--- src/rtl/seven_segment_seconds_pkg.sv ---
// Shared types and constants for the seven-segment seconds counter tile.
package seven_segment_seconds_pkg;

  localparam int unsigned CNT_W_DEF     = 24;
  localparam int unsigned MAX_COUNT_DEF = 10_000_000;
  localparam int unsigned DIGIT_W       = 4;
  localparam int unsigned SEG_W         = 7;

  typedef logic [DIGIT_W-1:0] digit_t;

  // Segment patterns, bit0 = a ... bit6 = g, active-high
  localparam logic [SEG_W-1:0] SEG_0     = 7'h3F;
  localparam logic [SEG_W-1:0] SEG_1     = 7'h06;
  localparam logic [SEG_W-1:0] SEG_2     = 7'h5B;
  localparam logic [SEG_W-1:0] SEG_3     = 7'h4F;
  localparam logic [SEG_W-1:0] SEG_4     = 7'h66;
  localparam logic [SEG_W-1:0] SEG_5     = 7'h6D;
  localparam logic [SEG_W-1:0] SEG_6     = 7'h7D;
  localparam logic [SEG_W-1:0] SEG_7     = 7'h07;
  localparam logic [SEG_W-1:0] SEG_8     = 7'h7F;
  localparam logic [SEG_W-1:0] SEG_9     = 7'h6F;
  localparam logic [SEG_W-1:0] SEG_BLANK = 7'h00;

endpackage

--- src/rtl/seven_segment_seconds_seg7_decoder.sv ---
// Combinational BCD digit to seven-segment pattern; out-of-range codes blank the display.
module seg7_decoder
  import seven_segment_seconds_pkg::*;
(
  input  digit_t           digit,
  output logic [SEG_W-1:0] seg
);

  always_comb begin
    seg = SEG_BLANK;
    case (digit)
      4'd0:    seg = SEG_0;
      4'd1:    seg = SEG_1;
      4'd2:    seg = SEG_2;
      4'd3:    seg = SEG_3;
      4'd4:    seg = SEG_4;
      4'd5:    seg = SEG_5;
      4'd6:    seg = SEG_6;
      4'd7:    seg = SEG_7;
      4'd8:    seg = SEG_8;
      4'd9:    seg = SEG_9;
      default: seg = SEG_BLANK;
    endcase
  end

endmodule

--- src/rtl/seven_segment_seconds.sv ---
// Seconds counter tile: prescaled 0..9 digit with toggling decimal point on a seven-segment display.
module seven_segment_seconds
  import seven_segment_seconds_pkg::*;
#(
  parameter int unsigned MAX_COUNT = MAX_COUNT_DEF,
  parameter int unsigned CNT_W     = CNT_W_DEF
) (
  input  logic       clk,
  input  logic       rst_n,
  input  logic       ena,
  input  logic [7:0] ui_in,
  input  logic [7:0] uio_in,
  output logic [7:0] uo_out,
  output logic [7:0] uio_out,
  output logic [7:0] uio_oe
);

  localparam int unsigned OVR_W = 15;

  logic [CNT_W-1:0] prescaler;
  logic [CNT_W-1:0] limit;
  logic [CNT_W-1:0] limit_nxt_c;
  logic [OVR_W-1:0] ovr_c;
  logic             tick_c;
  digit_t           digit;
  logic             dp;
  logic [SEG_W-1:0] seg;

  // Next limit: pin override (zero promoted to one) or the fixed default
  always_comb begin
    ovr_c       = {uio_in, ui_in[7:1]};
    limit_nxt_c = CNT_W'(MAX_COUNT);
    if (ui_in[0]) begin
      limit_nxt_c = (ovr_c == '0) ? CNT_W'(1) : CNT_W'(ovr_c);
    end
  end

  // ">=" so a lowered limit still wraps on the next enabled edge
  assign tick_c = (prescaler >= (limit - CNT_W'(1)));

  always_ff @(posedge clk or posedge rst_n) begin
    if (rst_n) begin
      prescaler <= '0;
      limit     <= CNT_W'(MAX_COUNT);
      digit     <= '0;
      dp        <= 1'b0;
    end else begin
      limit <= limit_nxt_c;
      if (ena) begin
        if (tick_c) begin
          prescaler <= '0;
          digit     <= (digit == DIGIT_W'(9)) ? '0 : digit + DIGIT_W'(1);
          dp        <= ~dp;
        end else begin
          prescaler <= prescaler + CNT_W'(1);
        end
      end
    end
  end

  seg7_decoder u_dec (
    .digit (digit),
    .seg   (seg)
  );

  assign uo_out  = {dp, seg};
  assign uio_out = 8'h00;
  assign uio_oe  = 8'h00;

endmodule

--- config.mk ---
export PLATFORM = sky130hd
export DESIGN_NAME = seven_segment_seconds
export DESIGN_NICKNAME = d
export VERILOG_FILES = /design/src/rtl/seven_segment_seconds_pkg.sv /design/src/rtl/seven_segment_seconds_seg7_decoder.sv /design/src/rtl/seven_segment_seconds.sv
export SDC_FILE = /design/constraint.sdc
export NUM_CORES = 1
export LEC_CHECK = 0
export CAP_MARGIN = 5
export CORE_MARGIN = 2
export CORE_UTILIZATION = 40
export CTS_CLUSTER_SIZE = 8
export DETAILED_ROUTE_END_ITERATION = 10
export PLACE_DENSITY_LB_ADDON = 0.05
export SLEW_MARGIN = 20
export SYNTH_ARGS = -nofsm -noshare
export SYNTH_HDL_FRONTEND = slang
export SYNTH_SLANG_ARGS = --single-unit
export TNS_END_PERCENT = 1
--- constraint.sdc ---
create_clock -name clk -period 7.9 [get_ports clk]
set_clock_uncertainty 0.1 [all_clocks]
set_input_delay 1.58 -clock clk [delete_from_list [all_inputs] [get_ports clk]]
set_output_delay 1.58 -clock clk [all_outputs]
set_load 0.03 [all_outputs]
==> summary.txt, run 1 <==
Setup path
  • CP Depth: 11
  • Reg-to-reg endpoint: prescaler[1]
  • Most frequent CP cell: or4_4
  • Worst path cell trace: or4_4 -> or3_4 -> or4_4 -> or3_1 -> ha_1 -> nand4_1 -> nor4_1 -> nand3_1 -> o211ai_2 -> or2_2 -> o22ai_1
  • Flop2flop setup slack: 3.58 ns
  • Setup CP Type: flop to flop
  • Critical path fanouts, max: 21
  • CP bufs+invs: 0
  • Data required time of the worst path: 7.96 ns
  • Crit path to: prescaler[1]
  • FF-to-FF Start: limit[9]
  • Crit path DAT: 4.38 ns
  • CP top delay family: simple AND/OR/NAND/NOR gates
  • Slowest CP cell: or4_4
  • CP peak stage delay: 0.54 ns
  • Worst Setup SP: limit[9]
  • Worst Setup Start Kind: flop
  • Crit end category: flop
  • Cells on worst reg2reg path: 11

Placed design
  • Placed cell count: 458
  • Worst Setup Slack post-DPL: 3.49 ns
  • GP Congestion: 0.789
  • I/O Buffers: 26
  • Post-DP HPWL: 4.60 mm
  • DP Area: 0.00345 mm²

Synth
  • Largest area contributor in the netlist: dfrtp_1
  • Simple-gate portion of the synthesized area: 0.201
  • #FFs+latches synth: 45
  • Synth Area in Adders: 0.130
  • Average size of a mapped cell: 9.29 µm²
  • Part of the Yosys area used for sequential elements: 0.357
  • Warnings, synthesis: 0
  • Number of library cell types mapped by synthesis: 52
  • Synth top cells by count: 40 x dfrtp_1, 33 x ha_1, 30 x a21oi_1, 27 x nand2_1, 22 x nor2_1
  • Mapped Area: 0.00317 mm²
  • Largest family of logic cells by synthesized area: simple AND/OR/NAND/NOR gates
  • XOR/XNOR Fraction of Synth Area: 0.0968
  • Synth area leaders: dfrtp_1 32%, ha_1 13%, xnor2_1 5.3%, a21oi_1 4.7%, xor2_1 4.4%
  • Mux contribution to synthesized area: 0.0197
  • Post-synth top flop: dfrtp_1
  • Post-synthesis compound-gate area fraction: 0.125
  • Top cell type's share of synthesized area: 0.316
  • Count leader, synth: dfrtp_1
  • Synth Instances: 341
  • EDFF count, synth: 0
  • Post-synth ARST share: 1.00

Final layout
  • Share of cells above drive strength 1: 0.0742
  • Util after Layout: 0.461
  • Post-route insts no fill: 466
  • Fill cells: 762
  • Synth-to-Final Area Change: 11.8%
  • Nets: 415
  • Ant. Diodes: 0
  • Post-route cell area: 0.00354 mm²

GRT
  • Total Routing Usage GR: 0.150
  • Antenna violations before repair: 0
  • Pin count of the biggest net entering global routing: 46
  • Vias in the first global route: 2159
  • GR Overflow Total: 0
  • First-pass GRT wire length: 10.2 mm

Clock network
  • H-tree Lvls: 2
  • Setup bufs post-CTS: 0
  • Post_cts resized: 0
  • Worst skew pair latency: 0.30 ns
  • CTS Sinks: 45
  • CTS max path bufs: 2
  • CTS tree: built
  • CTS clk-pin slew, worst paths: 0.09 ns
  • Cts bufs inserted: 5
  • Root buffer cell: clkbuf_8
  • Hold_buf cts: 0

Floorplanning
  • Die Height: 93.0 µm
  • DIE AREA: 0.00865 mm²
  • Initial core utilization: 0.412
  • Rows: 32
  • Core ar.: 0.00769 mm²
  • Die width: 93.0 µm
  • IO Count: 43

Power and ir drop
  • Sw frac: 0.383
  • Worst IR drop on VDD: 0.0738 mV
  • Net switching power figure: 0.285 mW
  • Clock power share: 0.198
  • P_leak: 1.57 nW
  • Total power: 0.744 mW
  • Comb pwr share: 0.399
  • Internal Pwr Total: 0.459 mW
  • PwrDens: 210 mW/mm²
  • Share of power burned in registers: 0.403

Route
  • Initial drt markers: 77
  • Vias: 2337
  • First-pass DRT Iterations: 4
  • Vias per inst: 5.02
  • Total Routed Length: 6.08 mm
  • WL per Instance: 13.0 µm
  • Antenna Nets Post-Route: 0
  • # DRC: 0

Status
  • Outcome: completed

Timing
  • Setup violations, final: 0
  • Fin crit period: 4.32 ns
  • Fin worst setup slack: 3.58 ns
  • Tcrit/Tclk final: 0.547
  • Hold Fails Final Rpt: 0
  • Worst-Margin Slew: 0.928 ns
  • Peak clock frequency supported by timing: 0.231 GHz
  • Setup repair after global routing missed its margin: false
  • Slew Limit Fails: 0
  • Post-route setup TNS: 0 ns
  • Max-Slew Margin vs Limit: 0.376
  • WHS: 0.371 ns

Min path
  • Worst Hold Class: flop to flop

Flow run
  • Max_cap viols: 0
==> kinds of logic after synthesis <==
kind of cell | Yosys count
buf+inv | 40
compound gates | 64
fa+ha+maj | 33
flops | 45
mux | 6
simple gates | 117
other cells | 1
xor+xnor | 35
==> layout by cell type (no fill, tap or decap), types with 5 or more instances in the layout <==
master / count
nor4_1: 7
o21ai_0: 6
xnor2_1: 19
nand3_1: 5
and2_1: 11
conb_1: 16
nand2_1: 27
clkdlybuf4s50_1: 26
dfrtp_1: 40
and3_1: 5
nand2b_1: 7
a21oi_1: 30
ha_1: 33
inv_1: 11
nor2_1: 22
nand4_1: 5
clkbuf_8: 6
xor2_1: 16
dfstp_2: 5
nor3_1: 7
==> power by group through the flow <==
stage | registers, mW | clock network, mW | logic (mW)
2_1_floorplan | 0.286 | 0 | 0.228
3_3_place_gp | 0.305 | 0 | 0.298
3_5_place_dp | 0.304 | 0 | 0.301
4_1_cts | 0.300 | 0.153 | 0.301
5_1_grt | 0.306 | 0.164 | 0.332
6_report | 0.300 | 0.147 | 0.297
==> sequential cells by signal, indices dropped and copies added (netlist names) <==
register and count:
digit 4, dp 1, limit 16, prescaler 24
==> area by class of cell <==
| cell class | instances | area [µm²] | share of cell area |
|---|---|---|---|
| multi-input combinational | 271 | 1880 | 0.530 |
| sequential | 45 | 1130 | 0.320 |
| tap | 102 | 128 | 0.0360 |
| clock buffer | 8 | 90.1 | 0.0254 |
| timing repair buffer | 27 | 268 | 0.0756 |
| inverter | 13 | 48.8 | 0.0138 |
==> how the worst min path moves through the flow <==
stage,start,endpoint,slack [ns],cells past startpoint
CTS,dp,dp,0.38,1
global placement,dp,dp,0.36,1
finish,dp,dp,0.37,1
global route,dp,dp,0.40,1
detailed placement,dp,dp,0.36,1
floorplan,dp,dp,0.35,1
==> metal layers <==
layer,vias to the layer above,part of all wire,GRT usage
met3,4,0.038,0.0387
met2,51,0.48,0.256
li1,1200,-,-
met5,-,0,0
met1,1082,0.48,0.191
met4,0,0.0071,0.0368
(Power assumes the default switching activity.)
==> inputs of run 2 (changes only) <==
==> constraint.sdc (replaced) <==
create_clock -name clk -period 3.9 [get_ports clk]
set_clock_uncertainty 0.1 [all_clocks]
set_input_delay 0.78 -clock clk [delete_from_list [all_inputs] [get_ports clk]]
set_output_delay 0.78 -clock clk [all_outputs]
set_load 0.03 [all_outputs]
==> run 2 against run 1 <==
Maximum frequency increased by 10%. Wire length grew 3.3%. Final area rose by 5.3%. Sequential cell count did not move. Worst setup slack lost 3.6 ns. Utilization rose by 2.4 points. The flow now finishes with violations (negative setup slack). Critical path type unchanged. Power grew 110%. Clock power rose by 120%. Combinational power is 110% higher. Register-to-register slack got worse by 3.6 ns. Sequential power increased by 100%.
==> summary.txt, run 2 (synthesis results as in run 1) <==
Clock network
  • CTS max path bufs: 2 (unchanged)
  • CTS clk-pin slew, worst paths: 0.09 ns (about the same)
  • Worst skew pair latency: 0.30 ns (about the same)
  • Root buffer cell: clkbuf_8
  • H-tree Lvls: 2 (unchanged)
  • CTS Sinks: 45 (unchanged)
  • Cts bufs inserted: 5 (unchanged)
  • CTS tree: built
  • Hold_buf cts: 0 (unchanged)

Timing
  • Tcrit/Tclk final: 1.00 (+0.457)
  • Setup violations, final: 2 (+2)
  • Fin crit period: 3.92 ns (-0.404 ns)
  • Slew Limit Fails: 0 (unchanged)
  • Worst-Margin Slew: 0.914 ns (-0.0137 ns)
  • Max-Slew Margin vs Limit: 0.390 (+0.0140)
  • Fin worst setup slack: -0.0163 ns (-3.60 ns)
  • Peak clock frequency supported by timing: 0.255 GHz (+10%)
  • Setup repair after global routing missed its margin: true
  • Hold Fails Final Rpt: 0 (unchanged)

Setup path
  • Setup CP Type: flop to flop
  • Critical path fanouts, max: 5 (-76%)
  • Crit path DAT: 4.01 ns (-0.37 ns)
  • Data required time of the worst path: 3.99 ns (-3.97 ns)
  • Crit end category: flop
  • Cells on worst reg2reg path: 12 (+1)
  • Worst Setup Start Kind: flop

Route
  • Vias: 2416 (+3.4%)
  • Met3 routed WL: 215 µm (-6.5%)
  • # DRC: 0 (unchanged)
  • Vias per inst: 5.03 (+0.37%)
  • Max layer used: met4
  • Routed length on met1: 2.80 mm (-3.3%)
  • First-pass DRT Iterations: 5 (+1)
  • Routed wl met2: 3.20 mm (+9.8%)
  • Initial drt markers: 79 (+2.6%)
  • WL per Instance: 13.1 µm (+0.25%)
  • Total Routed Length: 6.27 mm (+3.3%)
  • Antenna Nets Post-Route: 0 (unchanged)

Min path
  • Hold depth: 1 (unchanged)
  • Worst Hold Class: flop to flop

Final layout
  • Post-route cell area: 0.00373 mm² (+5.3%)
  • Largest regs: prescaler x24, limit x16, digit x4
  • Commonest non-fill, non-tap cell in the layout: dfrtp_1
  • Largest Register: prescaler
  • Post-route insts no fill: 480 (+3.0%)
  • Ant. Diodes: 0 (unchanged)
  • Synth-to-Final Area Change: 17.7%
  • Most frequent cells in the layout: 40 x dfrtp_1, 32 x ha_1, 30 x a21oi_1, 27 x nand2_1, 26 x clkdlybuf4s50_1
  • Fill cells: 747 (-2.0%)
  • Nets: 429 (+3.4%)
  • Max reg flops: 24 (unchanged)
  • Share of cells above drive strength 1: 0.127 (+0.0528)
  • Util after Layout: 0.485 (+0.0243)

Floorplanning
  • IO Count: 43 (unchanged)
  • Die width: 93.0 µm (unchanged)
  • DIE AREA: 0.00865 mm² (unchanged)
  • Initial core utilization: 0.412 (unchanged)
  • Core ar.: 0.00769 mm² (unchanged)
  • Die Height: 93.0 µm (unchanged)
  • Rows: 32 (unchanged)

GRT
  • Antenna violations before repair: 0 (unchanged)
  • First-pass GRT wire length: 11.1 mm (+8.3%)
  • GR Overflow Total: 0 (unchanged)
  • Pin count of the biggest net entering global routing: 46 (unchanged)
  • Total Routing Usage GR: 0.159 (+0.00920)
  • Vias in the first global route: 2310 (+7.0%)

Placed design
  • GP Congestion: 0.760 (-3.7%)
  • Placed cell count: 469 (+2.4%)
  • DP Area: 0.00355 mm² (+2.8%)
  • I/O Buffers: 26 (unchanged)
  • Post-DP HPWL: 4.90 mm (+6.7%)

Status
  • Failing checks: negative setup slack
  • Outcome: finished, violations left

Flow run
  • Max_cap viols: 0 (unchanged)

Power and ir drop
  • PwrDens: 416 mW/mm² (+98%)
  • P_leak: 1.66 nW (+5.5%)
  • Worst IR drop on VDD: 0.171 mV (+130%)
## run 2: cell count changes in the layout (fill, tap and decap cells not counted), sizes merged
cell / previous run / this run
clkinv: 0 / 1
buf: 1 / 15
clkbuf: 8 / 7
## run 2: path summary, 6_finish.rpt
path	from	end	slack [ns]
max	limit[9]	digit[2]	-0.02
min	dp	dp	0.37
max reg2reg	limit[9]	digit[2]	-0.02
min reg2reg	dp	dp	0.37
max in group asynchronous	rst_n	limit[1]	2.23
min in group asynchronous	rst_n	prescaler[18]	0.90
## run 2: where the power goes
part	leakage (nW)	switching, mW	internal (mW)
combinational	1.02	0.344	0.278
clock	0.0542	0.161	0.160
sequential	0.579	0.0862	0.521
## run 2: per-layer routing
metal	GRT usage	vias up
li1	-	1234
met1	0.203	1127
met2	0.278	49
met3	0.0322	6
met4	0.0392	0
met5	0	-
## run 2: worst max-delay path, cell delays in order (launching register included)
cell	delay, ns
dfstp_2	0.38
or4_4	0.54
or3_4	0.35
or4_4	0.46
or3_4	0.36
ha_4	0.27
nand4_1	0.09
buf_4	0.16
nor4_4	0.29
nand3_2	0.13
o211ai_4	0.24
o211ai_1	0.12
mux2_1	0.32
## run 2: repair_timing
| action | CTS | global route |
|---|---|---|
| setup endpoints to repair | 27 | 29 |
| endpoints found under the hold margin | 0 | 0 |
| buffers inserted | 1 | 2 |
| resized for setup | 2 | 7 |
| pin swaps | 2 | 5 |
| gates cloned | 0 | 0 |
## run 2: layout make-up
type,instances,area [µm²],share of cell area
Clock buffer,7,96.3,0.0258
Clock inverter,1,5.00,0.00134
Tap cell,102,128,0.0342
Sequential cell,45,1130,0.304
Inverter,13,48.8,0.0131
Multi-Input combinational cell,271,1930,0.518
Timing Repair Buffer,41,389,0.104
## run 2: per-stage QoR
| step | worst slack [ns] | hold WS [ns] | power [mW] | TNS [ns] |
|---|---|---|---|---|
| after floorplan | 0.0809 | 0.348 | 1.04 | 0 |
| after global placement | 0.0306 | 0.361 | 1.23 | 0 |
| after detailed placement | -0.104 | 0.368 | 1.23 | -1.39 |
| after CTS | -0.0250 | 0.380 | 1.57 | -0.149 |
| after global routing | -0.132 | 0.404 | 1.68 | -3.15 |
| final | -0.0163 | 0.374 | 1.55 | -0.0307 |
